[config.mk]
export PLATFORM = sky130hd
export DESIGN_NAME = perf_counter_bank
export DESIGN_NICKNAME = d
export VERILOG_FILES = /design/src/rtl/perf_counter_bank.sv
export SDC_FILE = /design/constraint.sdc
export NUM_CORES = 1
export LEC_CHECK = 0
export CELL_PAD_IN_SITES_DETAIL_PLACEMENT = 1
export CELL_PAD_IN_SITES_GLOBAL_PLACEMENT = 2
export CORE_MARGIN = 2
export CORE_UTILIZATION = 35
export DETAILED_ROUTE_END_ITERATION = 8
export GPL_TIMING_DRIVEN = 0
export PLACE_DENSITY_LB_ADDON = 0.1
export SLEW_MARGIN = 20
export SYNTH_ARGS = -nofsm -noshare
export SYNTH_HDL_FRONTEND = slang
export SYNTH_SLANG_ARGS = --single-unit
[constraint.sdc]
create_clock -name clk -period 2 [get_ports clk]
set_input_delay 0.4 -clock clk [delete_from_list [all_inputs] [get_ports clk]]
set_output_delay 0.4 -clock clk [all_outputs]
set_load 0.02 [all_outputs]
[src/rtl/perf_counter_bank.sv]
// Bank of NUM_CNT event counters with run/halt control, masked clear, atomic snapshot and indexed readout.
// Define PERF_OVF_IRQ_EN to build sticky per-channel overflow flags and the registered irq.
module perf_counter_bank #(
  parameter int NUM_CNT  = 4,
  parameter int CNT_W    = 32,
  parameter int SATURATE = 0,
  parameter int IDX_W    = (NUM_CNT > 1 ? $clog2(NUM_CNT) : 1)
) (
  input  logic               clk,
  input  logic               rst,
  input  logic               start,
  input  logic               halt,
  input  logic [NUM_CNT-1:0] evt,
  input  logic               clr,
  input  logic [NUM_CNT-1:0] clr_mask,
  input  logic               snap,
  input  logic [IDX_W-1:0]   rd_idx,
  output logic [CNT_W-1:0]   rd_cnt,
  output logic [CNT_W-1:0]   rd_snap,
  output logic               running,
  output logic               frozen,
  output logic [NUM_CNT-1:0] ovf,
  output logic               irq
);

  typedef enum logic [1:0] {
    ST_IDLE   = 2'd0,
    ST_RUN    = 2'd1,
    ST_FROZEN = 2'd2
  } state_t;

  state_t state_q, state_d;

  logic [CNT_W-1:0]   cnt_q  [NUM_CNT];
  logic [CNT_W-1:0]   cnt_d  [NUM_CNT];
  logic [CNT_W-1:0]   snap_q [NUM_CNT];
  logic [NUM_CNT-1:0] inc;
  logic [NUM_CNT-1:0] wrap;
  logic [NUM_CNT-1:0] clr_sel;
  logic               count_en;

  // A start that arrives while halt is high is dropped in every state.
  always_comb begin
    // NOTE: every combinational output gets a default first so no path leaves it unassigned and infers a latch.
    state_d = state_q;
    unique case (state_q)
      ST_IDLE:   if (start && !halt) state_d = ST_RUN;
      ST_RUN:    if (halt)           state_d = ST_FROZEN;
      ST_FROZEN: if (start && !halt) state_d = ST_RUN;
      default:                       state_d = ST_IDLE;
    endcase
  end

  assign count_en = (state_q == ST_RUN);
  assign running  = (state_q == ST_RUN);
  assign frozen   = (state_q == ST_FROZEN);
  assign clr_sel  = {NUM_CNT{clr}} & clr_mask;

  always_comb begin
    for (int i = 0; i < NUM_CNT; i++) begin
      cnt_d[i] = cnt_q[i];
      inc[i]   = count_en && evt[i];
      wrap[i]  = inc[i] && (&cnt_q[i]);
      // Clear wins over an increment on the same channel; saturation holds all-ones.
      if (clr_sel[i]) begin
        cnt_d[i] = '0;
      end else if (inc[i] && !(wrap[i] && (SATURATE != 0))) begin
        cnt_d[i] = cnt_q[i] + CNT_W'(1);
      end
    end
  end

  always_ff @(posedge clk) begin
    if (rst) begin
      state_q <= ST_IDLE;
      // NOTE: the counter and snapshot arrays are reset explicitly because software reads them as zero after reset.
      for (int i = 0; i < NUM_CNT; i++) begin
        cnt_q[i]  <= '0;
        snap_q[i] <= '0;
      end
    end else begin
      // NOTE: non-blocking assignments so every register samples pre-edge values; the snapshot sees pre-increment counts.
      state_q <= state_d;
      cnt_q   <= cnt_d;
      if (snap) snap_q <= cnt_q;
    end
  end

  // Compare on the full index width so out-of-range indices never alias a channel.
  always_comb begin
    rd_cnt  = '0;
    rd_snap = '0;
    for (int i = 0; i < NUM_CNT; i++) begin
      if (rd_idx == IDX_W'(i)) begin
        rd_cnt  = cnt_q[i];
        rd_snap = snap_q[i];
      end
    end
  end

`ifdef PERF_OVF_IRQ_EN
  logic [NUM_CNT-1:0] ovf_q, ovf_d;
  logic               irq_q;

  assign ovf_d = (ovf_q | wrap) & ~clr_sel;

  always_ff @(posedge clk) begin
    if (rst) begin
      ovf_q <= '0;
      irq_q <= 1'b0;
    end else begin
      ovf_q <= ovf_d;
      irq_q <= |ovf_q;
    end
  end

  assign ovf = ovf_q;
  assign irq = irq_q;
`else
  assign ovf = '0;
  assign irq = 1'b0;
`endif

endmodule

# Word-level counts from Yosys, hierarchy flattened
# Cells that the tools add are included.
[op_classes]
n_reduce_logical = 14
mux = 11
n_eq_ne = 7
bitwise_logic = 1
add_sub_neg = 4
[ops]
columns = ["cell", "n"]
rows = [
  ["$mux W32", 8],
  ["$add A32 B1 Y32 const B", 4],
  ["$reduce_or A2 Y1", 5],
  ["$eq A2 B2 Y1 const B", 3],
  ["$logic_and A1 B1 Y1", 5],
  ["$and A4 B4 Y4", 1],
  ["$eq A2 B1 Y1 const B", 2],
  ["$logic_not A2 Y1", 2],
  ["$mux W2", 2],
  ["$pmux W2 S2", 1],
  ["$ne A2 B1 Y1 const B", 1],
  ["$ne A2 B2 Y1 const B", 1],
  ["$reduce_and A2 Y1", 1],
  ["$logic_not A1 Y1", 1],
]
[totals]
regBits = 258
elab_cells = 46
input_bits = 16
output_inout_bits = 71

# Longest topological paths before layout
[depth]
word_depth = 5
mapped_depth = 8
mapped_depth_nobuf = 6

# Worst setup path before layout
# Ideal clock, no wire load.
[synth_timing]
path_kind = "input to output"
startpoint = "input port rd_idx[1]"
endpoint = "output port rd_cnt[17]"
t_arrival_ps = 1830
required_ps = 1600
path_stages = 3
n_path_buf = 2
slack_ps = -230
path_cell_list = "buf_2 > buf_1 > mux4_2"
[synth_between]
elab_chain_len = 5
elab_cells_between_ends = 8
classes_between = "eq/ne: 3; mux: 4; reduce/logical: 1"
[synth_lines]
columns = ["element", "line", "rtl"]
rows = [
  ["from (decl)", "17", "input logic [IDX_W-1:0] rd_idx,"],
  ["$logic_not A2 Y1", "94", "if (rd_idx == IDX_W'(i)) begin"],
  ["$mux W32 (3 in a row)", "94", ""],
  ["$mux W32 (*)", "94", ""],
  ["to (decl)", "18", "output logic [CNT_W-1:0] rd_cnt,"],
]
# Every way passes the cells marked *; elsewhere a longest branch is shown, timed or not.

# Final worst setup path
[layout_timing]
startpoint = "register cnt_q[107] (netlist name)"
endpoint = "output port rd_cnt[11]"
[layout_between]
elab_chain_len = 4
[layout_lines]
columns = ["element", "line", "rtl"]
rows = [
  ["from (decl)", "34", "logic [CNT_W-1:0] cnt_q [NUM_CNT];"],
  ["from (signal assigned)", "84", "cnt_q <= cnt_d;"],
  ["$mux W32 (4 in a row)", "94", ""],
]
# No other way between the ends.

==> impl_metrics.yaml <==
outcome:
  status: "finished, final reports clean"
timing:
  fin_skew_ps: 11.18
  whs_ps: 379.0
  relSlewSlack_pct: 23.34
  min_period_ps: 1991
  fin_ws_ps: 9.247
  setup_violations: 0
  worst_pin_slew_ps: 1150
  slew_violations: 0
  fmax_mhz: 502.3
  rsz0062_at_grt: "yes"
  hold_violations: 0
  final.setup.tns_ps: 0
  fin_crit_sh_pct: 99.54
clock_tree:
  holdBufCountCts: 0
  max-clock-path-buffers: 3
  htree_levels: 1
  clkTransAtPathRegs_ps: 60
  cts_root_buf: "clkbuf_16"
  cts.sinks: 258
  cts_tree: "yes"
  clk_latency_ps: 560
  cts_buffers: 31
worst_hold_path:
  min_from: "snap"
  holdPathStages: 3
  hp-class: "in2reg"
place:
  dp_hpwl_um: 28830
  gp_congestion: 0.7699
  place_inst: 1703
  pre_cts_ws_ps: -1385
  numPortBuffers: 77
run:
  drv_cap: 0
finish:
  fin_cells: 1824
  fillers: 3675
  layout.nets: 1373
  area_growth_pct: 28.56
  layout_commonest_cell: "nor2_1"
  antenna_cells: 0
  mostFrequentLayoutCells: "252 x nor2_1, 145 x dfxtp_1, 129 x mux2i_1, 77 x xor2_1, 75 x buf_4"
  layout-drive-gt1-share_pct: 30.74
power_and_ir_drop:
  p_sw_share_pct: 22.71
  seqPwrFrac_pct: 43.3
  intPower_w: 0.009097
  pwr-share-clk_pct: 51.7
  ir_drop_uv: 639.5
  power.leakage_nw: 6.138
  power.density_nw_per_um2: 769.5
  p_switching_w: 0.002673
  combPwrFrac_pct: 5.1
drt:
  vias_per_cell: 5.242
  drc: 0
  route.antenna.remaining_nets: 0
  drtPass1Iterations: 4
  totalWireLength_um: 41590
  vias: 9561
  wl_per_cell_um: 22.80
  drt-initial-drc-count: 403
die:
  core_um2: 33530
  num_io_pins: 87
  core.rowCount: 67
  initial_utilization_pct: 35.48
  die_width_um: 188.4
  fp.dieArea_um2: 35480
  die_h_um: 188.4
global_route:
  grt_overflow: 0
  grt_usage_pct: 23.04
  grt_max_degree: 15
  grt_pass1_vias: 9602
  grt_pass1_wl_um: 61790
  antenna_found_initial: 0
synth:
  async_flop_share_pct: 0
  ys_ff_latch: 258
  synth_area_leaders: "dfxtp_1 43%, mux4_2 12%, mux2i_1 11%, nor2_1 8.0%, xor2_1 5.7%"
  yosysTopAreaCell: "dfxtp_1"
  synth_flop_cell: "dfxtp_1"
  syn_avg_cell_area_um2: 10.14
  ys_types: 47
  yosysTopAreaCellShare_pct: 43.41
  seq_area_frac_synth_pct: 43.41
  syn_area_um2: 11900
  synth_cells: 1173
  synth_edf_count: 0
  yosys_warnings: 0
setup_path:
  end_kind: "primary output"
  cp-start-kind: "register"
  cp_top_family: "multiplexers"
  cp-startpoint: "cnt_q[107]"
  crit_type: "reg2out"
  path_cells: "mux4_2 -> buf_6"
  reg2reg_from: "state_q[0]"
  worst_path_max_delay_cell: "mux4_2"
  r2r_cells: 8
  crit_fanout: 6
  slowest_delay_ps: 510
  critPathBufInv: 1
  crit_required_ps: 1600
  cp_num_cells: 2
  cp.arrival_ps: 1590
[through the flow]
step / power [W] / instance area [um^2] / util, %
finish: 0.01177 / 15300 / 45.62
global route: 0.01214 / 15300 / 45.62
CTS: 0.01193 / 14640 / 43.66
detailed placement: 0.005830 / 13260 / 39.55
global placement: 0.005830 / 13250 / 39.51
floorplan: 0.005596 / 11920 / -
[flip-flops by register name, summed over array words and instances (netlist names)]
register	cells
cnt_q	128
snap_q	128
state_q	2
[logic make-up after synthesis]
| group | share of synthesized area [%] |
|---|---|
| fa+ha+maj | 0.4207 |
| compound gates | 1.567 |
| other cells | 0.03152 |
| flops | 43.41 |
| simple gates | 20.10 |
| buf+inv | 3.229 |
| xor+xnor | 8.245 |
| mux | 23.00 |
[synthesized netlist by cell type, types with 2 or more instances]
| master | number |
|---|---|
| nor4_1 | 16 |
| nand4_1 | 39 |
| buf_1 | 13 |
| a21oi_1 | 15 |
| clkbuf_2 | 2 |
| buf_4 | 5 |
| xnor2_1 | 35 |
| nor3_1 | 8 |
| nand2_1 | 41 |
| o21ai_0 | 11 |
| mux4_2 | 63 |
| dfxtp_1 | 258 |
| ha_1 | 4 |
| inv_1 | 7 |
| nand3_1 | 49 |
| nor2b_1 | 2 |
| a21o_1 | 4 |
| and4_1 | 20 |
| buf_2 | 18 |
| mux2i_1 | 129 |
| nor4_4 | 2 |
| or3_1 | 11 |
| xor2_1 | 77 |
| clkbuf_1 | 39 |
| nand4_4 | 2 |
| and2_1 | 12 |
| and3_1 | 16 |
| nor2_1 | 253 |
| nand4b_1 | 4 |
[power groups by stage]
stage / combinational, W / sequential (W) / clock [W]
3_3_place_gp: 0.000564 / 0.00527 / 0
2_1_floorplan: 0.000334 / 0.00526 / 0
4_1_cts: 0.000597 / 0.00512 / 0.00621
6_report: 0.000595 / 0.00509 / 0.00608
5_1_grt: 0.000628 / 0.00509 / 0.00642
3_5_place_dp: 0.000564 / 0.00527 / 0
[what timing repair did]
| action | CTS | global route |
|---|---|---|
| setup buffers | 17 | 52 |
| endpoints found under the setup margin | 152 | 83 |
| gates resized for setup | 465 | 91 |
| pin swaps | 5 | 8 |
| cloned | 0 | 0 |
[path summary, 6_finish.rpt]
check,endpoint,slack (ps)
worst max-delay path,rd_cnt[11],9
worst min-delay path,snap_q[3],380
worst max register to register,cnt_q[112],70
worst min register to register,snap_q[47],490
[area by class of cell]
cell class	instances	area (um^2)	share of cell area [%]
multi-input cells	833	6494	42.45
repair buffers	147	1164	7.607
flip-flops and latches	258	5416	35.41
well taps	448	560.5	3.665
inverters	7	26.28	0.1718
plain buffers	75	531.8	3.476
clock buffers	46	922.1	6.029
clock inverters	10	181.4	1.186
[metal layers]
layer	vias to the layer above	part of all wire, %	global-route usage (%)
met5	-	0	0
met4	0	2.2	5.859
met3	58	3.2	2.459
met2	159	48	39.10
met1	4857	46	31.43
li1	4487	-	-
[worst min-delay path, stage by stage]
cell and delay (ps):
buf_2 250, mux2i_1 170, nor2_1 70
(Power assumes the default switching activity.)
